<file path="config.mk">
export PLATFORM = sky130hd
export DESIGN_NAME = sel_mux_pipe
export DESIGN_NICKNAME = d
export VERILOG_FILES = /design/src/rtl/mux_pkg.sv /design/src/rtl/skid_reg.sv /design/src/rtl/sel_mux_pipe.sv
export SDC_FILE = /design/constraint.sdc
export NUM_CORES = 1
export LEC_CHECK = 0
export ABC_AREA = 0
export CAP_MARGIN = 10
export CORE_MARGIN = 1.5
export CORE_UTILIZATION = 40
export DETAILED_ROUTE_END_ITERATION = 7
export MAX_ROUTING_LAYER = met4
export PLACE_DENSITY = 0.67
export SLEW_MARGIN = 20
export SYNTH_ARGS = -nofsm -noshare
export SYNTH_HDL_FRONTEND = slang
export SYNTH_SLANG_ARGS = --single-unit
export TNS_END_PERCENT = 1
</file>
<file path="constraint.sdc">
create_clock -name clock -period 1.73 [get_ports clock]
set_input_delay 0.2595 -clock clock [delete_from_list [all_inputs] [get_ports clock]]
set_output_delay 0.2595 -clock clock [all_outputs]
set_load 0.1 [all_outputs]
</file>
<file path="src/rtl/mux_pkg.sv">
// mux_pkg: shared sizing helpers for the registered select mux and its skid stage.
package mux_pkg;
    function automatic int clog2(input int n);
        int r;
        r = 0;
        while ((1 << r) < n) r++;
        return r;
    endfunction

    function automatic int sel_width(input int n);
        return (clog2(n) < 1) ? 1 : clog2(n);
    endfunction

    function automatic logic [63:0] err_max(input int w);
        return (64'd1 << w) - 64'd1;
    endfunction

    function automatic int ch_lo(input int k, input int w);
        return k * w;
    endfunction
endpackage

</file>
<file path="src/rtl/skid_reg.sv">
// skid_reg: output register plus one-entry skid buffer; in_ready is registered.
module skid_reg #(
    parameter int WIDTH = 3
) (
    input  logic             clock,
    input  logic             reset_n,
    input  logic [WIDTH-1:0] i_data,
    input  logic             i_valid,
    output logic             o_in_ready,
    output logic [WIDTH-1:0] o_data,
    output logic             o_valid,
    input  logic             i_out_ready
);
    logic             r_ready;
    logic             r_out_valid;
    logic [WIDTH-1:0] r_out_data;
    logic             r_skid_valid;
    logic [WIDTH-1:0] r_skid_data;
    logic             w_free;
    logic             w_push;
    logic             w_skid_full_next;

    assign w_free           = ~r_out_valid | i_out_ready;
    assign w_push           = i_valid & r_ready;
    assign w_skid_full_next = w_free ? (r_skid_valid & w_push) : (r_skid_valid | w_push);

    // a waiting skid beat always drains first so acceptance order is kept
    always_ff @(posedge clock or negedge reset_n) begin
        if (!reset_n) begin
            r_ready      <= 1'b0;
            r_out_valid  <= 1'b0;
            r_out_data   <= '0;
            r_skid_valid <= 1'b0;
            r_skid_data  <= '0;
        end else begin
            r_ready <= ~w_skid_full_next;
            if (w_free) begin
                if (r_skid_valid) begin
                    r_out_data   <= r_skid_data;
                    r_out_valid  <= 1'b1;
                    r_skid_valid <= w_push;
                    if (w_push) r_skid_data <= i_data;
                end else begin
                    r_out_valid <= w_push;
                    if (w_push) r_out_data <= i_data;
                end
            end else if (w_push) begin
                r_skid_valid <= 1'b1;
                r_skid_data  <= i_data;
            end
        end
    end

    assign o_in_ready = r_ready;
    assign o_data     = r_out_data;
    assign o_valid    = r_out_valid;
endmodule

</file>
<file path="src/rtl/sel_mux_pipe.sv">
// sel_mux_pipe: registered N:1 select mux with valid/ready handshake;
// out-of-range selects are consumed, flagged and counted.
module sel_mux_pipe
    import mux_pkg::*;
#(
    parameter int NUM_IN = 3,
    parameter int WIDTH  = 3,
    parameter int SEL_W  = sel_width(NUM_IN),
    parameter int ERR_W  = 8
) (
    input  logic                    clock,
    input  logic                    reset_n,
    input  logic [NUM_IN*WIDTH-1:0] in_data,
    input  logic [SEL_W-1:0]        sel,
    input  logic                    in_valid,
    output logic                    in_ready,
    output logic [WIDTH-1:0]        out_data,
    output logic                    out_valid,
    input  logic                    out_ready,
    output logic                    sel_err,
    output logic [ERR_W-1:0]        err_count
);
    localparam logic [ERR_W-1:0] ERR_MAX = ERR_W'(err_max(ERR_W));

    logic [WIDTH-1:0] w_sel_data;
    logic             w_good;
    logic             w_bad_acc;
    logic             r_sel_err;
    logic [ERR_W-1:0] r_err_count;

    always_comb begin
        w_sel_data = '0;
        for (int k = 0; k < NUM_IN; k++)
            if (sel == SEL_W'(k)) w_sel_data = in_data[ch_lo(k, WIDTH) +: WIDTH];
    end

    assign w_good    = int'(sel) < NUM_IN;
    assign w_bad_acc = in_valid & in_ready & ~w_good;

    always_ff @(posedge clock or negedge reset_n) begin
        if (!reset_n) begin
            r_sel_err   <= 1'b0;
            r_err_count <= '0;
        end else begin
            r_sel_err <= w_bad_acc;
            if (w_bad_acc && r_err_count != ERR_MAX) r_err_count <= r_err_count + 1'b1;
        end
    end

    skid_reg #(.WIDTH(WIDTH)) u_skid (
        .clock       (clock),
        .reset_n     (reset_n),
        .i_data      (w_sel_data),
        .i_valid     (in_valid & w_good),
        .o_in_ready  (in_ready),
        .o_data      (out_data),
        .o_valid     (out_valid),
        .i_out_ready (out_ready)
    );

    assign sel_err   = r_sel_err;
    assign err_count = r_err_count;
endmodule

</file>
==> Word-level counts from Yosys, hierarchy flattened <==
Cells that the tools add are included.
{ "word_totals": {"reg_bits": 18, "latch_bits": 0, "ram_bits": 0, "rom_bits": 0, "in_bits": 15, "out_inout_bits": 14, "wordCells": 41, "n_memories": 0} }
{ "op_classes": {"addsub": 1, "mul": 0, "n_div": 0, "n_lt_le_gt_ge": 1, "eq_ne": 4, "n_shift": 0, "mux": 13, "n_bitwise": 10, "reduce_logical": 5} }
{ "op_table": {"columns": ["operator", "n"], "rows": [
  ["3-bit 2-to-1 mux", 8],
  ["8-bit by 1-bit adder with 8-bit output (second input constant)", 1],
  ["8-bit inequality test (second input constant)", 1],
  ["1-bit bitwise AND", 5],
  ["1-bit 2-to-1 mux", 5],
  ["2-bit nonzero test", 2],
  ["1-bit inverter", 3],
  ["2-bit by 1-bit == test with 1-bit output (second input constant)", 1],
  ["2-bit == test (second input constant)", 1],
  ["2-bit logical NOT", 1],
  ["2-bit less-than comparator (second input constant)", 1],
  ["2-bit by 1-bit inequality test with 1-bit output (second input constant)", 1],
  ["1-bit OR", 2],
  ["2-bit AND reduction", 1],
  ["1-bit logical AND", 1]
]} }

==> Depth between registers and ports, before layout <==
{ "logic_depth": {"depth_word": 7, "ltp_mapped": 5} }

==> Hierarchy <==
From an unflattened synthesis, not the netlist that was laid out.
{ "unflattened": {"cells_unflattened": 76, "area_unflattened_um2": 948.4} }
{ "modules_own_cells": {"columns": ["mod", "n_inst", "cells_each", "area_each_um2", "seq_area_each_um2"], "rows": [
  ["sel_mux_pipe", 1, 50, 559.3, 225.2],
  ["skid_reg", 1, 26, 389.1, 225.2]
]} }

==> Worst setup path before layout <==
Ideal clock, no wire load.
{ "synth_timing": {"kind": "flip-flop to flip-flop", "from": "register r_err_count[0] (netlist: err_count[0])", "to": "register r_err_count[1] (netlist: err_count[1])", "setup_ns": 0.126, "arrival_time_ns": 2.032, "t_required_ns": 1.604, "path_slack_ns": -0.428, "stages_incl_launch_ff": 5, "n_path_buf": 0, "path_cell_list": "dfrtp_1 -> ha_1 -> nand4_1 -> o21ai_2 -> mux2_2"} }
{ "synth_between": {"elab_chain_len": 2, "word_cells_on_any_way": 3, "cone_classes": "1 x add/sub; 1 x eq/ne; 1 x reduce/logical"} }
{ "synth_rtl": {"columns": ["element", "line_no", "source"], "rows": [
  ["start: declaration", "sel_mux_pipe.sv:29", "logic [ERR_W-1:0] r_err_count;"],
  ["start signal: assignment", "sel_mux_pipe.sv:46", "if (w_bad_acc && r_err_count != ERR_MAX) r_err_count <= r_err_count + 1'b1;"],
  ["branches (longest 2 deep; another with 8-bit by 1-bit adder with 8-bit output)", null, null]
]} }
Parallel ways; which one is timed is not known.
A chain may end at the register's enable or synchronous reset.

==> Final worst setup path <==
{ "layout_timing": {"from": "register r_err_count[0] (netlist: err_count[0])", "to": "register r_err_count[5] (netlist: err_count[5])"} }
Same word-level chain as after synthesis.

==> load_flow_metrics.sql <==
INSERT INTO impl_metrics (metric_group, metric, value, unit) VALUES
('outcome', 'run_status', 'completed', ''),
('drt', 'route.top_layer_used', 'met4', ''),
('floorplan', 'start_util', '43.6', '%'),
('floorplan', 'placement_rows', '17', ''),
('drt', 'viasPerCell', '5.59', ''),
('pwr', 'static_leakage', '0.662', 'nW'),
('clocking', 'number_of_buffers_inserted_during_clock_tree_synthesis', '3', ''),
('logic_synthesis', 'postSynthRegisterBits', '18', ''),
('grt', 'grt_pass1_vias', '928', ''),
('cells_and_area', 'layout-area-overhead-vs-synth', '54.8', '%'),
('floorplan', 'placeableCoreArea', '0.00230', 'mm^2'),
('floorplan', 'floorplan.die.width', '53.0', 'um'),
('drt', 'routed_wire_length_per_instance', '15.2', 'um'),
('drt', 'detail-route-antenna-nets', '0', ''),
('timing', 'grt_setup_unrepaired', 'false', ''),
('cells_and_area', 'filler_cell_count', '187', ''),
('logic_synthesis', 'post_synth_inst_count', '92', ''),
('timing', 'timing_hold_violations_final', '0', ''),
('logic_synthesis', 'synth-warning-count', '0', ''),
('cells_and_area', 'multiInputGateArea', '515', 'um^2'),
('logic_synthesis', 'synth_area_per_cell', '10.9', 'um^2'),
('setup_path', 'timing.critical_path.fanout_max', '5', ''),
('drt', 'detailedRoute.firstIterationViolations', '8', ''),
('drt', 'drc_violation_count_after_routing', '0', ''),
('timing', 'finalSetupTns', '0', 'ps'),
('pwr', 'max-vdd-ir-drop', '1700', 'uV'),
('timing', 'max_freq', '656', 'MHz'),
('floorplan', 'floorplan.io_pins', '29', ''),
('pwr', 'power_per_cell_area', '1630', 'mW/mm^2'),
('min_path', 'type_of_the_most_critical_hold_path', 'primary input to async pin', ''),
('cells_and_area', 'final-seq-area', '463', 'um^2'),
('flow_run', 'maxCapViolCount', '0', ''),
('cells_and_area', 'final_net_count', '146', ''),
('drt', 'postRouteWirelength', '2.38', 'mm'),
('setup_path', 'required', '1950', 'ps'),
('clocking', 'ctsLongestPathBuffers', '2', ''),
('drt', 'dr_wl_met2', '1.18', 'mm'),
('cells_and_area', 'diodes', '0', ''),
('timing', 'final_max_slew_viol_count', '0', ''),
('drt', 'vias', '878', ''),
('floorplan', 'dieArea', '0.00281', 'mm^2'),
('logic_synthesis', 'synth_cell_type_count', '39', ''),
('timing', 'min_period_over_period', '88.1', '%'),
('placed_design', 'gp_routability_congestion', '0.810', ''),
('cells_and_area', 'instances_no_fill', '157', ''),
('drt', 'detailedRoute.firstPassIterationCount', '4', ''),
('placed_design', 'numPlacedInstances', '153', ''),
('grt', 'grt_pass1_wl', '4.15', 'mm'),
('placed_design', 'io_buffer_count', '28', ''),
('clocking', 'cts.hold.buffers_added', '0', ''),
('setup_path', 'cp-start-kind', 'flip-flop', ''),
('cells_and_area', 'drive_gt1_share', '36.4', '%'),
('clocking', 'insertion_delay', '290', 'ps'),
('logic_synthesis', 'synth-seq-area-share', '45.0', '%'),
('clocking', 'post_cts_resize_count', '0', ''),
('logic_synthesis', 'synthesis.area', '0.00100', 'mm^2'),
('grt', 'antenna_violations_before_repair', '0', ''),
('floorplan', 'die_y', '53.0', 'um'),
('pwr', 'power_after_layout', '0.00253', 'W'),
('timing', 'period_needed', '1520', 'ps'),
('timing', 'worst_slew_margin_rel', '73.3', '%'),
('grt', 'grt_usage', '21.1', '%'),
('drt', 'wl_met3', '96', 'um'),
('timing', 'report.final.setup_viol', '0', ''),
('placed_design', 'dp_hpwl', '1.89', 'mm'),
('clocking', 'cts.sinks', '18', ''),
('setup_path', 'crit_arrival', '1750', 'ps'),
('timing', 'worst-slew-pin-transition', '400', 'ps'),
('grt', 'grt_max_degree', '19', ''),
('setup_path', 'crit_path_end_kind', 'flip-flop', ''),
('clocking', 'clk_pin_slew', '110', 'ps'),
('grt', 'gr-total-overflow', '0', ''),
('clocking', 'h-tree-depth', '1', ''),
('clocking', 'postCtsSetupBuffers', '0', ''),
('drt', 'met1_layer_wirelength_in_the_final_routing', '1.09', 'mm'),
('clocking', 'clk_root_buffer_cell', 'sky130_fd_sc_hd__clkbuf_4', ''),
('clocking', 'clock_tree_from_tritoncts', 'yes', ''),
('logic_synthesis', 'synth_nets', '108', ''),
('timing', 'clock-skew-final', '9.22', 'ps'),
('setup_path', 'criticalPathCategory', 'flip-flop to flip-flop', '');
-- sequential cells by signal (all words and copies together) (netlist names) --
register             flops
err_count                8
u_skid.o_data            3
u_skid.r_skid_data       3
sel_err                  1
u_skid.o_in_ready        1
u_skid.o_valid           1
u_skid.r_skid_valid      1
-- critical path, cell delays in order (launching register included) --
cell and delay, ps:
sky130_fd_sc_hd__dfrtp_2 470, sky130_fd_sc_hd__ha_1 260, sky130_fd_sc_hd__and4_1 210, sky130_fd_sc_hd__nor4_1 340
sky130_fd_sc_hd__xor2_1 180
-- through the flow --
stage / utilization (%) / hold WS (ps) / setup WS, ps / area (um^2)
after floorplan: - / -36.1 / -82.7 / 1010
after global placement: 65.8 / 484 / -3.49 / 1510
after detailed placement: 65.8 / 490 / -36.1 / 1510
after CTS: 67.4 / 280 / 192 / 1550
after global routing: 67.4 / 312 / 85.0 / 1550
final: 67.4 / 274 / 206 / 1550
-- worst paths after layout --
path / from / endpoint / slack (ps) / cells after the start
max: err_count[0]$_DFFE_PN0P_ / err_count[5]$_DFFE_PN0P_ / 210 / 4
min: reset_n / u_skid.o_data[1]$_DFFE_PN0P_ / 270 / 2
max reg2reg: err_count[0]$_DFFE_PN0P_ / err_count[5]$_DFFE_PN0P_ / 210 / 4
min reg2reg: u_skid.r_skid_data[2]$_DFFE_PN0P_ / u_skid.r_skid_data[2]$_DFFE_PN0P_ / 510 / 1
max in group asynchronous: reset_n / err_count[1]$_DFFE_PN0P_ / 1230 / 2
min in group clock: u_skid.r_skid_data[2]$_DFFE_PN0P_ / u_skid.r_skid_data[2]$_DFFE_PN0P_ / 510 / 1
-- where the power goes --
part	switching, W	internal (W)	leakage, nW
logic	0.000936	0.000576	0.430
registers	0.000198	0.000563	0.211
clock network	0.000130	0.000128	0.0210
-- logic make-up (layout without fill, tap and decap cells) --
group / after synthesis / count (layout) / share of synthesized area [%]
AOI/OAI and AO/OA: 21 / 21 / 16.4
xor gates and xnor gates: 2 / 2 / 1.75
adders and majority gates: 1 / 1 / 1.25
buffers and inverters: 8 / 45 / 3.50
DFF: 18 / 18 / 45.0
muxes: 13 / 13 / 13.9
and+or+nand+nor: 29 / 29 / 18.2
-- cell type report --
cell class	count	area share [%]
inverter	5	1.21
tap	28	2.26
clock buffer	4	2.34
multi-input combinational	66	33.3
sequential	18	29.9
timing repair buffer	36	31.0
-- placed cells by master, fill, tap and decap left out, types with 2 or more instances in the layout --
cell type and n:
sky130_fd_sc_hd__buf_12 14, sky130_fd_sc_hd__mux2i_1 6, sky130_fd_sc_hd__nand4_1 3, sky130_fd_sc_hd__a41oi_1 2, sky130_fd_sc_hd__nand3_1 3, sky130_fd_sc_hd__buf_4 8
sky130_fd_sc_hd__a31oi_1 2, sky130_fd_sc_hd__inv_1 4, sky130_fd_sc_hd__o2bb2ai_1 3, sky130_fd_sc_hd__a221oi_1 2, sky130_fd_sc_hd__a311oi_1 2, sky130_fd_sc_hd__nand2_1 6
sky130_fd_sc_hd__nor2b_1 2, sky130_fd_sc_hd__clkdlybuf4s50_1 14, sky130_fd_sc_hd__dfrtp_2 10, sky130_fd_sc_hd__dfrtp_1 8, sky130_fd_sc_hd__nand2b_1 7, sky130_fd_sc_hd__clkbuf_4 3
sky130_fd_sc_hd__a21oi_1 2, sky130_fd_sc_hd__mux2_2 6
-- synthesized netlist by cell type --
master	count	area (um^2)
sky130_fd_sc_hd__dfrtp_1	18	450
sky130_fd_sc_hd__nand2b_1	7	43.8
sky130_fd_sc_hd__mux2_2	6	67.6
sky130_fd_sc_hd__mux2i_1	6	60.1
sky130_fd_sc_hd__nand2_1	6	22.5
sky130_fd_sc_hd__inv_1	4	15.0
sky130_fd_sc_hd__nand3_1	3	15.0
sky130_fd_sc_hd__nand4_1	3	18.8
sky130_fd_sc_hd__o2bb2ai_1	3	26.3
sky130_fd_sc_hd__a21oi_1	2	10.0
sky130_fd_sc_hd__a221oi_1	2	17.5
sky130_fd_sc_hd__a311oi_1	2	17.5
sky130_fd_sc_hd__a31oi_1	2	12.5
sky130_fd_sc_hd__a41oi_1	2	17.5
sky130_fd_sc_hd__nor2b_1	2	12.5
sky130_fd_sc_hd__a211oi_1	1	7.51
sky130_fd_sc_hd__a21o_1	1	7.51
sky130_fd_sc_hd__a22oi_1	1	7.51
sky130_fd_sc_hd__and3_1	1	6.26
sky130_fd_sc_hd__and4_1	1	8.76
sky130_fd_sc_hd__buf_2	1	5.00
sky130_fd_sc_hd__buf_4	1	7.51
sky130_fd_sc_hd__clkbuf_1	1	3.75
sky130_fd_sc_hd__ha_1	1	12.5
sky130_fd_sc_hd__inv_2	1	3.75
sky130_fd_sc_hd__mux2_1	1	11.3
sky130_fd_sc_hd__nand4_4	1	21.3
sky130_fd_sc_hd__nor2_1	1	3.75
sky130_fd_sc_hd__nor3_1	1	5.00
sky130_fd_sc_hd__nor4_1	1	6.26
sky130_fd_sc_hd__nor4_2	1	12.5
sky130_fd_sc_hd__o2111a_1	1	11.3
sky130_fd_sc_hd__o2111ai_1	1	8.76
sky130_fd_sc_hd__o21ai_0	1	5.00
sky130_fd_sc_hd__o21ai_2	1	8.76
sky130_fd_sc_hd__o22ai_1	1	6.26
sky130_fd_sc_hd__or2_2	1	6.26
sky130_fd_sc_hd__xnor2_1	1	8.76
sky130_fd_sc_hd__xor2_1	1	8.76
-- routing by layer --
metal	vias up	track usage [%]
met2	20	33.3
met4	0	4.27
li1	429	-
met3	4	5.93
met1	425	27.1
met5	-	-
(Power assumes the default switching activity.)
